File: config.mk
export PLATFORM = sky130hd
export DESIGN_NAME = pipelined_adder
export DESIGN_NICKNAME = d
export VERILOG_FILES = /design/src/rtl/pipelined_adder_pkg.sv /design/src/rtl/adder_slice.sv /design/src/rtl/pipelined_adder.sv
export SDC_FILE = /design/constraint.sdc
export NUM_CORES = 1
export LEC_CHECK = 0
export CORE_MARGIN = 3
export CORE_UTILIZATION = 51
export CTS_CLUSTER_SIZE = 40
export DETAILED_ROUTE_END_ITERATION = 16
export HOLD_SLACK_MARGIN = 0.06
export PLACE_DENSITY = 0.75
export SYNTH_ARGS = -nofsm -noshare
export SYNTH_HDL_FRONTEND = slang
export SYNTH_SLANG_ARGS = --single-unit
File: constraint.sdc
create_clock -name clk -period 3.4 [get_ports clk]
set_input_delay 0.51 -clock clk [delete_from_list [all_inputs] [get_ports clk]]
set_output_delay 0.51 -clock clk [all_outputs]
set_load 0.005 [all_outputs]
File: src/rtl/pipelined_adder_pkg.sv
// pipelined_adder_pkg: shared constants and the stage-register record for
// pipelined_adder.
//   DEF_WIDTH / DEF_STAGES : default operand width and pipeline depth.
//   stage_rec_t            : one stage register at the default geometry.
//                            Fields: valid, partial sum, remaining operands
//                            and carry.
// Optional feature macro: PIPELINED_ADDER_OVERFLOW_EN adds an overflow field.
package pipelined_adder_pkg;

  localparam int DEF_WIDTH  = 16;
  localparam int DEF_STAGES = 4;

  // Skewed stage record. The low slices of psum are finished sum bits.
  // The high slices of a/b are operand bits that are still waiting for
  // their stage. The top module declares the same layout resized to its
  // own WIDTH.
  typedef struct packed {
    logic                 vld;
    logic [DEF_WIDTH-1:0] psum;
    logic [DEF_WIDTH-1:0] a;
    logic [DEF_WIDTH-1:0] b;
    logic                 carry;
`ifdef PIPELINED_ADDER_OVERFLOW_EN
    logic                 ovf;
`endif
  } stage_rec_t;

endpackage

File: src/rtl/adder_slice.sv
// adder_slice: combinational W-bit add with carry in and carry out.
//   a, b : W-bit operand slices
//   cin  : carry into bit 0 of the slice
//   sum  : W-bit slice sum
//   cout : carry out of bit W-1
module adder_slice
  import pipelined_adder_pkg::*;
#(
  parameter int W = DEF_WIDTH / DEF_STAGES
) (
  input  logic [W-1:0] a,
  input  logic [W-1:0] b,
  input  logic         cin,
  output logic [W-1:0] sum,
  output logic         cout
);

  logic [W:0] full;

  assign full = {1'b0, a} + {1'b0, b} + {{W{1'b0}}, cin};
  assign sum  = full[W-1:0];
  assign cout = full[W];

endmodule

File: src/rtl/pipelined_adder.sv
// pipelined_adder: STAGES-deep carry-skewed adder with valid/ready handshake.
// Stage k adds operand slice k plus the carry that stage k-1 registered.
//   clk, rst          : clock and asynchronous active-high reset
//   a, b, carry_in    : operands and carry into bit 0
//   in_valid/in_ready : input handshake
//   sum, carry_out    : a + b + carry_in modulo 2^WIDTH, and the carry out
//   out_valid/out_ready : output handshake
//   overflow          : signed overflow of the result. This port exists only
//                       when PIPELINED_ADDER_OVERFLOW_EN is defined.
module pipelined_adder
  import pipelined_adder_pkg::*;
#(
  parameter int WIDTH  = DEF_WIDTH,
  parameter int STAGES = DEF_STAGES
) (
  input  logic             clk,
  input  logic             rst,
  input  logic [WIDTH-1:0] a,
  input  logic [WIDTH-1:0] b,
  input  logic             carry_in,
  input  logic             in_valid,
  output logic             in_ready,
  output logic [WIDTH-1:0] sum,
  output logic             carry_out,
`ifdef PIPELINED_ADDER_OVERFLOW_EN
  output logic             overflow,
`endif
  output logic             out_valid,
  input  logic             out_ready
);

  // Guard keeps SLICE computable when the geometry check below fails.
  localparam int SLICE = (STAGES > 0) ? WIDTH / STAGES : 1;

  if (STAGES < 1) begin : g_bad_stages
    $error("pipelined_adder: STAGES must be >= 1");
  end else if (WIDTH % STAGES != 0) begin : g_bad_width
    $error("pipelined_adder: WIDTH must be a multiple of STAGES");
  end

  // Same layout as pipelined_adder_pkg::stage_rec_t, resized to WIDTH.
  typedef struct packed {
    logic             vld;
    logic [WIDTH-1:0] psum;
    logic [WIDTH-1:0] a;
    logic [WIDTH-1:0] b;
    logic             carry;
`ifdef PIPELINED_ADDER_OVERFLOW_EN
    logic             ovf;
`endif
  } stage_t;

  // rdy[k]: stage k can take new content this cycle.
  // rdy[STAGES] is the downstream consumer.
  logic [STAGES:0] rdy;
  stage_t          stage_in;

  assign rdy[STAGES] = out_ready;
  assign in_ready    = rdy[0];

  always_comb begin
    stage_in       = '0;
    stage_in.vld   = in_valid;
    stage_in.a     = a;
    stage_in.b     = b;
    stage_in.carry = carry_in;
  end

  for (genvar k = 0; k < STAGES; k++) begin : g_stage
    stage_t           src;
    stage_t           stage_d;
    stage_t           stage_q;
    logic [SLICE-1:0] s_sum;
    logic             s_cout;

    if (k == 0) begin : g_first
      assign src = stage_in;
    end else begin : g_next
      assign src = g_stage[k-1].stage_q;
    end

    adder_slice #(.W(SLICE)) u_slice (
      .a    (src.a[k*SLICE +: SLICE]),
      .b    (src.b[k*SLICE +: SLICE]),
      .cin  (src.carry),
      .sum  (s_sum),
      .cout (s_cout)
    );

    // The slot loads when it is empty or when its occupant leaves this
    // cycle. Loading an invalid upstream entry is what collapses bubbles.
    assign rdy[k] = !stage_q.vld || rdy[k+1];

    always_comb begin
      stage_d = stage_q;
      if (rdy[k]) begin
        stage_d                         = src;
        stage_d.psum[k*SLICE +: SLICE]  = s_sum;
        stage_d.carry                   = s_cout;
`ifdef PIPELINED_ADDER_OVERFLOW_EN
        // The carry into the MSB is recovered as a^b^sum at the MSB.
        if (k == STAGES - 1)
          stage_d.ovf = src.a[WIDTH-1] ^ src.b[WIDTH-1] ^ s_sum[SLICE-1] ^ s_cout;
`endif
      end
    end

    always_ff @(posedge clk or posedge rst) begin
      if (rst) stage_q <= '0;
      else     stage_q <= stage_d;
    end
  end

  assign out_valid = g_stage[STAGES-1].stage_q.vld;
  assign sum       = g_stage[STAGES-1].stage_q.psum;
  assign carry_out = g_stage[STAGES-1].stage_q.carry;
`ifdef PIPELINED_ADDER_OVERFLOW_EN
  assign overflow  = g_stage[STAGES-1].stage_q.ovf;
`endif

endmodule

Yosys cells after proc, flatten, opt, wreduce, memory -nomap -nowiden
Index checks and enable logic that the tools add are counted.

Word-level logic and storage cells: 34. Bits in writable memories: 0. Register bits: 144. Input bits: 37. Output and inout port bits: 19. Memory bits (read-only): 0. Latch bits: 0. Memories kept: 0.

$lt $le $gt $ge: 0. Equal/unequal tests: 0. Multiply operators: 0. Shifts and indexed selects: 0. Divide/modulo/power cells: 0. Add/sub/neg operators: 8. Reduce and logical (&&, ||, !) cells: 8. Mux-type cells: 0. Bitwise operators: 0.

Operators by type and width (count): $add A4 B4 Y5 (4); $add A5 B1 Y5 (4); $logic_not A1 Y1 (4); $logic_or A1 B1 Y1 (4).

Logic depth before layout (Yosys ltp)
Gate-level depths: netlist of run 1.

Depth in word-level cells: 5. Gate-level depth with buffers: 6.

Hierarchy
A second synthesis of run 1 with hierarchy kept.

Cell total of the unflattened synthesis: 272. Area, all modules: 4259.1 µm².

By module, submodules not included: pipelined_adder (cells each 208, times used 1, area an instance 3683.5 µm²); adder_slice (cells each 16, times used 4, area an instance 143.9 µm²).

Worst setup path after synthesis of run 1
Ideal clock, no wire load.

Kind: in2reg. Start: input port a[0]. End: register g_stage[0].stage_q[35] in the netlist's numbering. Library setup time: 0.125 ns. Path slack: 1.536 ns. Buffers on the path: 0. Data required time: 3.275 ns. Stages: 4. Data arrival time: 1.739 ns. Cells stage by stage: fa_1 -> fa_1 -> xor2_1 -> mux2_4.

Cells in the longest elaborated chain, start to end: 2.

RTL lines: start, declared (line pipelined_adder.sv:18) `input logic [WIDTH-1:0] a,`; $add A4 B4 Y5 (line adder_slice.sv:20) `assign full = {1'b0, a} + {1'b0, b} + {{W{1'b0}}, cin};`; $add A5 B1 Y5 (line adder_slice.sv:20); end signal, assigned (line pipelined_adder.sv:110) `else stage_q <= stage_d;`; end, declared (line pipelined_adder.sv:72) `stage_t stage_q;`.

Every way passes these cells. A chain may end at the register's enable or synchronous reset.

Worst setup path in the final report of run 1
Start: input port out_ready. End: output port in_ready.

Cells in the longest elaborated chain, start to end: 4.

RTL lines: start, declared (line pipelined_adder.sv:29) `input logic out_ready`; $logic_or A1 B1 Y1 (4 in a row) (line pipelined_adder.sv:92) `assign rdy[k] = !stage_q.vld || rdy[k+1];`; end, declared (line pipelined_adder.sv:22) `output logic in_ready,`.

Every way passes these cells.

==> results of run 1 <==
-- synth_stat cells, drive strengths merged (2+ instances only) --
cell and instances:
clkbuf 7, nand2b 4, a211oi 2, mux2 42, inv 15, nand2 103
a21oi 15, o21ai 9, nor2 14, ha 12, dfrtp 96, nor2b 5
nor3 2, buf 8, xor2 4, nand3 4, fa 8
-- final cells by class --
cell class	instances	area share
inverter	15	0.0112
tap	102	0.0249
multi-input combinational	237	0.331
timing repair buffer	62	0.120
sequential	96	0.468
clock buffer	11	0.0295
clock inverter	5	0.0154
-- state kept, by name, summed over array words and instances, names as in the netlist --
name / flops
carry_out: 1
g_stage.stage_q: 78
out_valid: 1
sum: 16
-- layout by cell type (no fill, tap or decap), types with 6 or more instances in the layout --
cell,n
clkbuf_8,11
nor2_1,14
a21oi_1,15
mux2_2,15
inv_1,14
fa_1,8
o21ai_0,9
nand2_1,102
clkdlybuf4s50_1,55
dfrtp_1,96
buf_4,6
mux2_4,27
ha_1,12
-- metal layers --
layer	vias up	wire length [µm]	part of all wire
met5	-	0	0
met2	47	3270	0.46
met1	1297	3350	0.48
met3	16	235	0.033
li1	1298	-	-
met4	0	193	0.027
-- stage by stage --
stage | area (µm²) | total power (W)
final | 5130 | 0.00328
after global routing | 5130 | 0.00349
after global placement | 4900 | 0.00243
after CTS | 5130 | 0.00331
after floorplan | 4240 | 0.00211
after detailed placement | 4900 | 0.00248
-- power by group --
part	internal, W	leakage [nW]	switching (W)
logic	0.000485	1.24	0.000361
registers	0.00143	1.13	0.000170
clock network	0.000453	0.119	0.000378
total	0.00237	2.49	0.000910
-- final timing paths --
check	start	to	slack, ns	cells past startpoint
max in group asynchronous	rst	g_stage[1].stage_q[49]$_DFFE_PP0P_	2.15	3
min	sum[0]$_DFFE_PP0P_	sum[0]$_DFFE_PP0P_	0.47	2
max reg2reg	out_valid$_DFFE_PP0P_	g_stage[1].stage_q[27]$_DFFE_PP0P_	1.68	4
min reg2reg	sum[0]$_DFFE_PP0P_	sum[0]$_DFFE_PP0P_	0.47	2
min in group asynchronous	rst	g_stage[0].stage_q[12]$_DFFE_PP0P_	0.53	2
max	out_ready	in_ready	0.97	4
-- critical path, cell delays in order --
cell and delay (ns):
clkdlybuf4s50_1 0.56, and4b_1 0.26, nand2_4 0.08, clkdlybuf4s50_1 0.50
-- cell families (layout without fill, tap and decap cells) --
| group | Yosys count | after routing | synth area share |
|---|---|---|---|
| and+or+nand+nor | 139 | 139 | 0.139 |
| DFF | 96 | 96 | 0.566 |
| muxes | 43 | 43 | 0.138 |
| AOI/OAI and AO/OA | 31 | 31 | 0.0413 |
| buffers and inverters | 30 | 93 | 0.0339 |
| adders and majority gates | 20 | 20 | 0.0732 |
| xor gates and xnor gates | 4 | 4 | 0.00826 |
==> results.md, run 1 <==
* Die area at 0.00945 mm²
* Final hold viol count at 0
* Post-CTS Hold Buffers at 0
* Clk sinks at 96
* DR iter-0 viols at 117
* Met3 usage at 0.0287
* Number of diodes at 0
* Met1 Resource Use GR at 0.227
* HPWL after DPL at 5.26 mm
* # port buffers at 55
* Final Setup Violations at 0
* Post-Syn Area at 0.00424 mm²
* Multi-input combinational cell area at 0.00170 mm²
* Gpl congestion at 0.788
* CP Data Arrival Time at 1.92 ns
* Cell taking the most area after synthesis: dfrtp_1
* Gr busiest metal: met2
* Clk buf depth at 2
* Post-CTS setup buffer count at 0
* Worst Setup Start Kind: primary input
* Kind of end point of the critical path: output port
* Yosys reg bits at 96
* Final slew viol count at 0
* IR drop worst, VDD at 0.000258 V
* Dpl ws at 0.975 ns
* CTS root buffer: clkbuf_8
* Crit path max fanout at 6
* Antenna-violating nets left at 0
* Fraction of registers with async set/reset at 1.00
* Width of the die at 97.2 µm
* Ys flop type: dfrtp_1
* Routed vias/inst at 5.03
* Pin count of the biggest net entering global routing at 60
* Num CTS Buffers at 9
* Fmax at 412 MHz
* Final non-filler cell total at 528
* GR Util met2 at 0.242
* Number of global-route vias before repair at 2679
* Fin crit share at 0.714
* Core region area at 0.00789 mm²
* Cell Rows at 32
* Slew headroom at 0.512
* Layout cells sized above 1 at 0.160
* Warnings, synthesis at 0
* WP data required at 2.89 ns
* Outcome: finished, final reports clean
* CTS tree: done
* Starting Density at 0.538
* Worst Skew at 0.00949 ns
* Sequential area share after synthesis at 0.566
* Initial DRT Pass Iterations at 4
* GRT Residual Overflow at 0
* Storage element area at 0.00240 mm²
* Setup WS post-layout at 0.973 ns
* Mean Syn Cell Area at 11.7 µm²
* Critical path class: primary input to output port
* First-pass GRT wire length at 12.4 mm
* Post-route minimum period at 2.43 ns
* Cells after Synth at 363
* Initial antenna violation count at 0
* Num ports at 56
* Filler instances at 610
* Area growth from synthesis to layout at 20.9%
* Wirelength per Cell at 13.4 µm
* Synth top area share at 0.566
* Final #Nets at 478
* Min Hold Slack at 0.471 ns
* # resized after CTS at 0
* Distinct cells, synth at 34
* Skew-Pair Late Insertion Delay at 0.36 ns
* Worst slew pin tran at 0.729 ns
* Power density over cell area at 639 mW/mm²
* Post-synth EDFFs at 0
* Setup TNS at 0 ns
* Die H at 97.2 µm
* Number of max-cap violations at 0
* Leak pwr at 2.49 nW
* Total GRT Usage at 0.162
* Final Util at 0.650
* Final wirelength at 7.06 mm
* H-tree levels at 3
* Drc violations at 0
* Hold Path Class: register to register
* Synth top area cells: dfrtp_1, mux2_4, nand2_1
* Via count at 2658
* Syn nets at 420
* RSZ-0062 raised after global routing: false
* Placed insts at 512
* Reg clk slew, reported paths at 0.09 ns
(Power assumes the default switching activity.)
==> run 2: changes to the inputs <==
CORE_UTILIZATION = 49   (was 51)
clock period = 2.2 ns   (was 3.4 ns; I/O delays follow)
==> results.md, run 2 (synthesis results as in run 1) <==
* Outcome: finished, final reports clean
* Width of the die at 99.0 µm (+1.9%)
* Worst slew pin tran at 0.426 ns (-0.303 ns)
* Drc violations at 0 (unchanged)
* Num CTS Buffers at 9 (unchanged)
* IR drop worst, VDD at 0.000352 V (+36%)
* Metal3 WL at 285 µm (+21%)
* Post-CTS setup buffer count at 0 (unchanged)
* Final non-filler cell total at 534 (+1.1%)
* # port buffers at 55 (unchanged)
* Filler instances at 668 (+9.5%)
* Met2 routed wirelength at 3.49 mm (+6.8%)
* GRT Residual Overflow at 0 (unchanged)
* Top layer in use: met4
* Routed vias/inst at 5.01 (-0.42%)
* Final wirelength at 7.46 mm (+5.7%)
* Number of global-route vias before repair at 2735 (+2.1%)
* Final #Nets at 481 (+0.63%)
* # resized after CTS at 0 (unchanged)
* HPWL after DPL at 5.33 mm (+1.3%)
* Clk sinks at 96 (unchanged)
* CTS tree: done
* Met1 Wirelength at 3.56 mm (+6.2%)
* Cell Rows at 33 (+3.1%)
* Reg clk slew, reported paths at 0.09 ns (about the same)
* Final slew viol count at 0 (unchanged)
* Leak pwr at 2.51 nW (+0.85%)
* Clk buf depth at 2 (unchanged)
* CTS root buffer: clkbuf_8
* Post-CTS Hold Buffers at 0 (unchanged)
* Post-DP Area at 0.00495 mm² (+1.1%)
* Skew-Pair Late Insertion Delay at 0.36 ns (about the same)
* R2r setup slk at 0.60 ns (-1.08 ns)
* Min Hold Slack at 0.320 ns (-0.151 ns)
* Pin count of the biggest net entering global routing at 46 (-23%)
* Reg2Reg Depth at 4 (unchanged)
* Slew headroom at 0.716 (+0.204)
* Num ports at 56 (unchanged)
* Gpl congestion at 0.780 (-0.96%)
* Largest reg by FF count: g_stage.stage_q
* Final Cell Area at 0.00518 mm² (+1.0%)
* Die H at 99.0 µm (+1.9%)
* Max FFs per register at 78 (unchanged)
* Antenna-violating nets left at 0 (unchanged)
* Worst Skew at 0.0101 ns (+0.000607 ns)
* Placed insts at 518 (+1.2%)
* Fin crit share at 0.956
* Die area at 0.00981 mm² (+3.8%)
* Most common cell after layout, fill and taps aside: nand2_1
* Starting Density at 0.511 (-0.0267)
* Power, Total at 0.00511 W (+56%)
* First-pass GRT wire length at 12.8 mm (+3.2%)
* Setup TNS at 0 ns (unchanged)
* Kind of end point of the critical path: output port
* Crit path max fanout at 3 (-3)
* Number of diodes at 0 (unchanged)
* RSZ-0062 raised after global routing: false
* Critical path class: primary input to output port
* Final hold viol count at 0 (unchanged)
* Total GRT Usage at 0.164 (+0.00159)
* Via count at 2677 (+0.71%)
* Initial DRT Pass Iterations at 5 (+1)
* Fmax at 476 MHz
* Final Setup Violations at 0 (unchanged)
* DR iter-0 viols at 139 (+19%)
* Initial antenna violation count at 0 (unchanged)
* Area growth from synthesis to layout at 22.2%
* WP data required at 1.87 ns (-1.02 ns)
* Post-route minimum period at 2.10 ns
* Wirelength per Cell at 14.0 µm (+4.5%)
* H-tree levels at 3 (unchanged)
* Most frequent cells in the layout: nand2_1, dfrtp_1, clkdlybuf4s50_1
* Hold Path Class: primary input to async pin
* Number of max-cap violations at 0 (unchanged)
* Core region area at 0.00830 mm² (+5.2%)
* Layout cells sized above 1 at 0.166 (+0.00588)
* Worst Setup Start Kind: primary input
* Power density over cell area at 986 mW/mm² (+54%)
* CP Data Arrival Time at 1.77 ns (-0.15 ns)
[run 2: where the power goes]
part           total [W]  switching, W  internal [W]
Combinational    0.00134      0.000581      0.000763
Clock            0.00129      0.000587      0.000701
Sequential       0.00248      0.000269       0.00221
[run 2: per-stage QoR]
stage	setup WS, ns	utilization
floorplan	0.516	-
global placement	0.0481	0.597
detailed placement	-0.0135	0.597
CTS	0.108	0.624
global route	0.0500	0.624
finish	0.0976	0.624
[run 2: cell type report]
class	instances	area (µm²)	share of cell area
flip-flops and latches	96	2400	0.464
well taps	105	131	0.0254
clock buffers	11	151	0.0292
repair buffers	65	663	0.128
multi-input cells	237	1700	0.327
inverters	15	60.1	0.0116
clock inverters	5	78.8	0.0152
[run 2: metal layers]
layer,global-route usage,up-vias
li1,-,1317
met1,0.227,1308
met2,0.255,43
met3,0.0326,9
met4,0.0662,0
met5,0,-
[run 2: worst max-delay path, stage by stage]
cell	delay [ns]
clkdlybuf4s50_1	0.55
and4b_1	0.26
nand2_4	0.09
clkdlybuf4s50_1	0.54
[run 2: path summary, 6_finish.rpt]
kind / startpoint / end
max reg2reg: g_stage[0].stage_q[5]$_DFFE_PP0P_ / g_stage[1].stage_q[38]$_DFFE_PP0P_
max in group asynchronous: rst / g_stage[1].stage_q[25]$_DFFE_PP0P_
max: out_ready / in_ready
min reg2reg: sum[10]$_DFFE_PP0P_ / sum[10]$_DFFE_PP0P_
min in group clk: sum[10]$_DFFE_PP0P_ / sum[10]$_DFFE_PP0P_
min: rst / carry_out$_DFFE_PP0P_
==> run 3: changes to the inputs <==
CTS_CLUSTER_SIZE = 28   (was 40)
==> results of run 3 <==
The final DEF is identical to that of run 2; final timing and power are the same.
